**config.mk**
```make
export PLATFORM = sky130hd
export DESIGN_NAME = uart_rx_param
export DESIGN_NICKNAME = d
export VERILOG_FILES = /design/src/rtl/uart_rx_param.sv
export SDC_FILE = /design/constraint.sdc
export NUM_CORES = 1
export LEC_CHECK = 0
export ABC_AREA = 1
export CAP_MARGIN = 20
export CORE_AREA = 3 3 69 71
export DETAILED_ROUTE_END_ITERATION = 6
export DIE_AREA = 0 0 72 74
export DONT_BUFFER_PORTS = 1
export HOLD_SLACK_MARGIN = 0.08
export PLACE_DENSITY = 0.7
export SYNTH_ARGS = -nofsm -noshare
export SYNTH_HDL_FRONTEND = slang
export SYNTH_SLANG_ARGS = --single-unit
```
**constraint.sdc**
```tcl
create_clock -name clk -period 1.6 [get_ports clk]
set_clock_uncertainty 0.2 [all_clocks]
set_input_delay 0.24 -clock clk [delete_from_list [all_inputs] [get_ports clk]]
set_output_delay 0.24 -clock clk [all_outputs]
set_load 0.05 [all_outputs]
```
**src/rtl/uart_rx_param.sv**
```systemverilog
// rtl/uart_rx_param.sv - parametrised 16x-oversampled UART receiver with majority vote and error flags
module uart_rx_param #(
  parameter int DATA_W      = 8,
  parameter int PARITY      = 0,
  parameter int STOP_BITS   = 1,
  parameter int SYNC_STAGES = 2
) (
  input  logic              clk,
  input  logic              rst_n,
  input  logic              baud_tick_16x,
  input  logic              rx,
  output logic [DATA_W-1:0] rx_data,
  output logic              rx_valid,
  output logic              parity_err,
  output logic              frame_err,
  output logic              break_det,
  output logic              busy
);

  typedef enum logic [2:0] {IDLE, START, DATA, PAR, STOP, BRK} state_t;

  state_t                   state_q, state_d;
  logic [SYNC_STAGES-1:0]   sync_q;
  logic                     rx_s;
  logic [3:0]               tick_cnt;
  logic [3:0]               bit_cnt;
  logic [1:0]               smp;
  logic [DATA_W-1:0]        shift_q;
  logic                     par_q;

  logic vote, tick_mid, tick_end, last_data, last_stop;
  logic frame_done, ferr_d, brk_d, perr_d, par_calc;

  always_ff @(posedge clk or negedge rst_n) begin
    if (!rst_n) sync_q <= '1;
    else        sync_q <= {sync_q[SYNC_STAGES-2:0], rx};
  end
  assign rx_s = sync_q[SYNC_STAGES-1];

  // tick_cnt holds the index of the last tick seen in the current bit
  assign tick_mid  = baud_tick_16x && (tick_cnt == 4'd8);
  assign tick_end  = baud_tick_16x && (tick_cnt == 4'd15);
  assign vote      = (smp[0] & smp[1]) | (smp[0] & rx_s) | (smp[1] & rx_s);
  assign last_data = (bit_cnt == 4'(DATA_W - 1));
  assign last_stop = (bit_cnt == 4'(STOP_BITS - 1));
  assign par_calc  = (^shift_q) ^ par_q;
  assign perr_d    = (PARITY == 1) ? par_calc : (PARITY == 2) ? ~par_calc : 1'b0;
  assign brk_d     = ferr_d && (bit_cnt == 4'd0) && (shift_q == '0) && ((PARITY == 0) || !par_q);
  assign busy      = (state_q != IDLE);

  always_ff @(posedge clk or negedge rst_n) begin
    if (!rst_n) state_q <= IDLE;
    else        state_q <= state_d;
  end

  always_comb begin
    state_d    = state_q;
    frame_done = 1'b0;
    ferr_d     = 1'b0;
    case (state_q)
      IDLE:  if (baud_tick_16x && !rx_s) state_d = START;
      START: begin
        if (tick_mid && vote)  state_d = IDLE;
        else if (tick_end)     state_d = DATA;
      end
      DATA:  if (tick_end && last_data) state_d = (PARITY != 0) ? PAR : STOP;
      PAR:   if (tick_end) state_d = STOP;
      STOP: begin
        if (tick_mid) begin
          if (!vote) begin
            frame_done = 1'b1;
            ferr_d     = 1'b1;
          end else if (last_stop) begin
            frame_done = 1'b1;
          end
        end
        if (frame_done) state_d = brk_d ? BRK : IDLE;
      end
      BRK:   if (baud_tick_16x && rx_s) state_d = IDLE;
      default: state_d = IDLE;
    endcase
  end

  always_ff @(posedge clk or negedge rst_n) begin
    if (!rst_n) begin
      tick_cnt   <= '0;
      bit_cnt    <= '0;
      smp        <= '0;
      shift_q    <= '0;
      par_q      <= 1'b0;
      rx_data    <= '0;
      rx_valid   <= 1'b0;
      parity_err <= 1'b0;
      frame_err  <= 1'b0;
      break_det  <= 1'b0;
    end else begin
      rx_valid <= frame_done;
      if (state_q == IDLE || state_q == BRK) begin
        tick_cnt <= '0;
        bit_cnt  <= '0;
      end else if (baud_tick_16x) begin
        tick_cnt <= tick_cnt + 4'd1;
        if (tick_cnt == 4'd6) smp[0] <= rx_s;
        if (tick_cnt == 4'd7) smp[1] <= rx_s;
        if (tick_mid && state_q == DATA) shift_q <= {vote, shift_q[DATA_W-1:1]};
        if (tick_mid && state_q == PAR)  par_q   <= vote;
        if (tick_end && state_q == DATA) bit_cnt <= last_data ? 4'd0 : bit_cnt + 4'd1;
        if (tick_end && state_q == STOP) bit_cnt <= bit_cnt + 4'd1;
      end
      if (frame_done) begin
        rx_data    <= shift_q;
        parity_err <= perr_d;
        frame_err  <= ferr_d;
        break_det  <= brk_d;
      end
    end
  end

endmodule

```
# After elaboration in Yosys (flattened, before gate mapping)
# Cells that the tools add are included.
[word_totals] regBits=34 out_inout_bits=13 wordCells=83
[op_classes] n_addsub=2 n_eq_ne=16 muxes=24 bitwise=6 reduce_logical=24
[ops] cell="$mux 4" n=7
[ops] cell="$mux 3" n=8
[ops] cell="$pmux 3 s6" n=1
[ops] cell="$eq 4x3->1 const B" n=3
[ops] cell="$logic_and 1x1->1" n=11
[ops] cell="$ne 2x2->1 const B" n=5
[ops] cell="$reduce_and 3->1" n=3
[ops] cell="$add 4x1->4 const B" n=2
[ops] cell="$eq 4x4->1 const B" n=2
[ops] cell="$logic_not 8->1" n=1
[ops] cell="$mux 1" n=8
[ops] cell="$eq 3x2->1 const B" n=2
[ops] cell="$eq 3x3->1 const B" n=2
[ops] cell="$reduce_and 6->1" n=1
[ops] cell="$reduce_bool 3->1" n=2
[ops] cell="$logic_not 4->1" n=1
[ops] cell="$and 1x1->1" n=3
[ops] cell="$eq 3x1->1 const B" n=1
[ops] cell="$logic_not 3->1" n=1
[ops] cell="$ne 3x3->1 const B" n=1
[ops] cell="$or 1x1->1" n=2
[ops] cell="$reduce_and 2->1" n=1
[ops] cell="$reduce_bool 2->1" n=1
[ops] cell="$logic_not 1->1" n=1
[ops] cell="2 further kinds" n=2

# Longest topological paths before layout
[depth] depth_word=11 mapped_depth=11 depth_no_buf=11

# Worst setup path after synthesis
# OpenSTA, ideal clock, no wires.
[synth_path] path_type="flip-flop to flip-flop" start="reg tick_cnt[0]" end="reg break_det" t_arrival_ns=1.312 required_time_ns=1.281 setup_slack_ns=-0.032 stages_incl_launch_ff=11 n_path_buf=1 path_cell_list="dfrtp_1 > inv_1 > ha_1 > nand2_2 > nor2_4 > nand2_4 > inv_4 > nand2_8 > buf_8 > nand2_1 > nand2_1"
[synth_via] elab_chain_len=6
[synth_lines] element="start, declared" line_no="25" source="logic [3:0] tick_cnt;"
[synth_lines] element="start signal, assigned" line_no="102" source="tick_cnt <= tick_cnt + 4'd1;"
[synth_lines] element="$eq 4x4->1 (*)" line_no="41" source="assign tick_mid = baud_tick_16x && (tick_cnt == 4'd8);"
[synth_lines] element="$logic_and 1x1->1 (*)" line_no="41"
[synth_lines] element="$mux 1" line_no="69" source="if (tick_mid) begin"
[synth_lines] element="$mux 1" line_no="60" source="case (state_q)"
[synth_lines] element="$logic_and 1x1->1 (2 in a row)" line_no="48" source="assign brk_d = ferr_d && (bit_cnt == 4'd0) && (shift_q == '0) && ((PARITY == 0) || !par_q);"
[synth_lines] element="end signal, assigned" line_no="114" source="break_det <= brk_d;"
[synth_lines] element="end, declared" line_no="16" source="output logic break_det,"
# Every way passes the cells marked *; elsewhere a longest branch is shown, timed or not. The select of a mux whose other input is x is not followed.
# A chain may end at the register's enable or synchronous reset.

# Worst setup path in the final report
[layout_path] start="reg tick_cnt[1]" end="reg state_q[2]"
[layout_via] elab_chain_len=9
[layout_lines] element="$eq 4x4->1" line_no="41"
[layout_lines] element="$logic_and 1x1->1" line_no="41"
[layout_lines] element="$mux 1" line_no="69"
[layout_lines] element="$mux 1" line_no="60"
[layout_lines] element="$logic_and 1x1->1 (2 in a row)" line_no="48"
[layout_lines] element="$mux 3 (2 in a row)" line_no="77" source="if (frame_done) state_d = brk_d ? BRK : IDLE;"
[layout_lines] element="$pmux 3 s6" line_no="60"
[layout_lines] element="end signal, assigned" line_no="53" source="else state_q <= state_d;"
[layout_lines] element="end, declared" line_no="22" source="state_t state_q, state_d;"
# Several ways; a longest one is shown, not always the timed one. The select of a mux whose other input is x is not followed.

==> flow_metrics.env <==
export IMPL_final_cell_mix="nand2_1 (48), dfrtp_1 (30), inv_1 (21), buf_4 (16), o21ai_1 (14)"
export IMPL_final_cells=289
export IMPL_ys_types=29
export IMPL_drive_gt1_share_pct=35.02
export IMPL_critPathKind="reg -> reg"
export IMPL_place_hpwl_um=2342
export IMPL_htreeDepth=2
export IMPL_syn2layout_area_growth_pct=24.79
export IMPL_numCtsBuffers=5
export IMPL_peakVddDrop_mv=0.5663
export IMPL_fin_ws_ns=-0.02845
export IMPL_finalSetupTns_ns=-0.1261
export IMPL_max_cap_violations=0
export IMPL_whs_path_depth=2
export IMPL_cts_root_buf="clkbuf_8"
export IMPL_grt_overflow=0
export IMPL_totalWireLength_um=3516
export IMPL_antenna_found_initial=0
export IMPL_relSlewSlack_pct=65.84
export IMPL_cts_tree="yes"
export IMPL_wl_per_cell_um=12.17
export IMPL_setup_violations_final=9
export IMPL_place_inst=266
export IMPL_worst_path_largest_cell_delay_ns=0.41
export IMPL_worstHoldStart="baud_tick_16x"
export IMPL_port_buffers=0
export IMPL_fill_cells=376
export IMPL_total_power_mw=3.122
export IMPL_cts_buffer_depth=2
export IMPL_seq_area_sq_um=855.8
export IMPL_slew_violations=0
export IMPL_worstPathCellList="inv_2 -> ha_4 -> nand2_4 -> nor2_4 -> buf_4 -> nand2_1 -> nand2_2 -> inv_2 -> nor2_4 -> nand3_1 -> nand2_1"
export IMPL_rrSetupSlack_ns=-0.03
export IMPL_reg2reg_from="tick_cnt[1]"
export IMPL_nets=245
export IMPL_routed_via_density=4.886
export IMPL_yosys_warnings=0
export IMPL_power_density_nw_per_um2=1388
export IMPL_crit_slowest_cell="dfrtp_1"
export IMPL_boundaryPins=17
export IMPL_ant_nets=0
export IMPL_die_width_um=72
export IMPL_finalHoldWorstSlack_ns=-0.05195
export IMPL_hp_class="in -> reg"
export IMPL_failed_checks="negative hold slack, negative setup slack"
export IMPL_fp_row_count=24
export IMPL_ys_seq_area_share_pct=47.36
export IMPL_status="finished with violations"
export IMPL_regToRegEndpoint="state_q[2]"
export IMPL_hold_path_end="tick_cnt[2]"
export IMPL_syn_area_per_cell_sq_um=8.621
export IMPL_end_kind="flop"
export IMPL_tightest_slew_ns=0.5124
export IMPL_dr_total_vias=1412
export IMPL_cts_sinks=34
export IMPL_grt_pass1_vias=1338
export IMPL_multiInputGateArea_sq_um=885.9
export IMPL_rsz0062_at_grt="true"
export IMPL_grt_start_max_net_pins=35
export IMPL_ys_ff_latch=34
export IMPL_cp_start_kind="flop"
export IMPL_ctsHoldBuffers=4
export IMPL_syn_num_nets=218
export IMPL_finalHoldViolations=2
export IMPL_rr_worst_depth=11
export IMPL_fin_area_sq_um=2248
export IMPL_clkLatencyLatePin_ns=0.29
export IMPL_drt_iter0_markers=74
export IMPL_initial_core_util_pct=41.96
export IMPL_power_leakage_nw=1.050
export IMPL_syn_area_sq_um=1802
export IMPL_dr_pass1_iters=4
export IMPL_placed_area_sq_um=1893
export IMPL_period_share_pct=101.8
export IMPL_drcViolationCount=0
export IMPL_diodes=0
export IMPL_grtUsageTotal_pct=13.59
export IMPL_clk_pin_slew_ns=0.08
export IMPL_cp_max_fo=3
export IMPL_fin_util_pct=52.36
export IMPL_layout_commonest_cell="nand2_1"
export IMPL_fp_dieArea_sq_um=5328
export IMPL_cp_required_ns=1.63
export IMPL_grt_pass1_wl_um=5664
export IMPL_die_y_um=74
export IMPL_max_freq_mhz=614.1
export IMPL_coreArea_sq_um=4294
export IMPL_critPathArrivalTime_ns=1.66
export IMPL_syn_inst=209
export IMPL_place_congestion=0.9144
export IMPL_finalCriticalPeriod_ns=1.628
## logic make-up after synthesis
kind of cell	Yosys count	synth area share (%)
adders and majority gates	5	3.472
and+or+nand+nor	103	29.17
other	1	0.2081
buffers and inverters	32	8.056
DFF	34	47.36
AOI/OAI and AO/OA	33	11.25
xor gates and xnor gates	1	0.4862
## state kept, by name (all words and copies together) (netlist names)
name,count
rx_valid,1
bit_cnt,4
rx_data,8
break_det,1
sync_q,2
shift_q,8
frame_err,1
smp,2
state_q,3
tick_cnt,4
## layout make-up
| type | instances | area share [%] |
|---|---|---|
| inverters | 29 | 4.953 |
| clock buffers | 5 | 3.061 |
| repair buffers | 22 | 8.570 |
| flip-flops and latches | 34 | 38.06 |
| multi-input cells | 144 | 39.40 |
| well taps | 52 | 2.894 |
| clock inverters | 3 | 3.061 |
## power by group
group          internal, mW  switching, mW
Sequential            0.953          0.159
Clock                 0.624          0.334
Combinational         0.405          0.647
## synthesized netlist by cell type
| library cell | n | area, sq um |
|---|---|---|
| nand3_1 | 12 | 60.06 |
| nand3_2 | 3 | 30.03 |
| nor3b_1 | 1 | 7.510 |
| conb_1 | 1 | 3.750 |
| xor2_1 | 1 | 8.760 |
| nand2_4 | 3 | 33.78 |
| nand2_8 | 1 | 20.02 |
| a21oi_1 | 7 | 35.03 |
| buf_8 | 1 | 15.01 |
| nor2_2 | 3 | 18.77 |
| nand2_1 | 53 | 198.9 |
| inv_1 | 23 | 86.33 |
| buf_6 | 1 | 11.26 |
| nor2_1 | 12 | 45.04 |
| nor2_4 | 4 | 45.04 |
| o22ai_1 | 1 | 6.260 |
| buf_4 | 1 | 7.510 |
| ha_1 | 5 | 62.56 |
| nor4_1 | 1 | 6.260 |
| inv_2 | 5 | 18.77 |
| o21ai_1 | 12 | 60.06 |
| dfstp_2 | 2 | 52.55 |
| o21ai_2 | 9 | 78.83 |
| o211ai_1 | 1 | 7.510 |
| nor3_1 | 2 | 10.01 |
| inv_4 | 1 | 6.260 |
| dfrtp_1 | 32 | 800.8 |
| nand2_2 | 8 | 50.05 |
| o21ai_0 | 3 | 15.01 |
## how the worst max path moves through the flow
stage,from,endpoint,slack (ns),depth (start not counted)
after global placement,tick_cnt[1],state_q[0],-0.005,11
after floorplan,tick_cnt[1],break_det,0.001,10
after CTS,tick_cnt[1],state_q[0],-0.02,9
final,tick_cnt[1],state_q[2],-0.03,11
after detailed placement,tick_cnt[1],state_q[0],-0.05,11
after global routing,tick_cnt[0],state_q[0],-0.15,11
## worst max-delay path: cells and delay by family (launching register included)
family / cells / cell delay (ns)
AND/OR/NAND/NOR: 7 / 0.57
flip-flops: 1 / 0.41
buffers and inverters: 3 / 0.27
adder cells (fa/ha/maj): 1 / 0.13
## per-stage QoR
step,setup slack [ns],hold WS (ns)
3_3_place_gp,-0.004657,-0.2550
2_1_floorplan,0.001192,-0.2556
4_1_cts,-0.01696,-0.06168
6_report,-0.02845,-0.05195
5_1_grt,-0.1548,-0.06341
3_5_place_dp,-0.04986,-0.2551
## what timing repair did
item | CTS | global route
resized for setup | 11 | 13
hold endpoints to repair | 41 | 3
gates cloned | 0 | 1
endpoints found under the setup margin | 10 | 28
setup buffers | 6 | 4
pin swaps | 8 | 10
## per-layer routing
| layer | vias up | part of all wire, % | track usage, % |
|---|---|---|---|
| li1 | 712 | - | - |
| met1 | 681 | 44 | 15.76 |
| met2 | 13 | 52 | 24.08 |
| met3 | 6 | 2.5 | 3.784 |
| met4 | 0 | 1.7 | 5.010 |
| met5 | - | 0 | 0 |
Power figures use the tool's default switching activity.
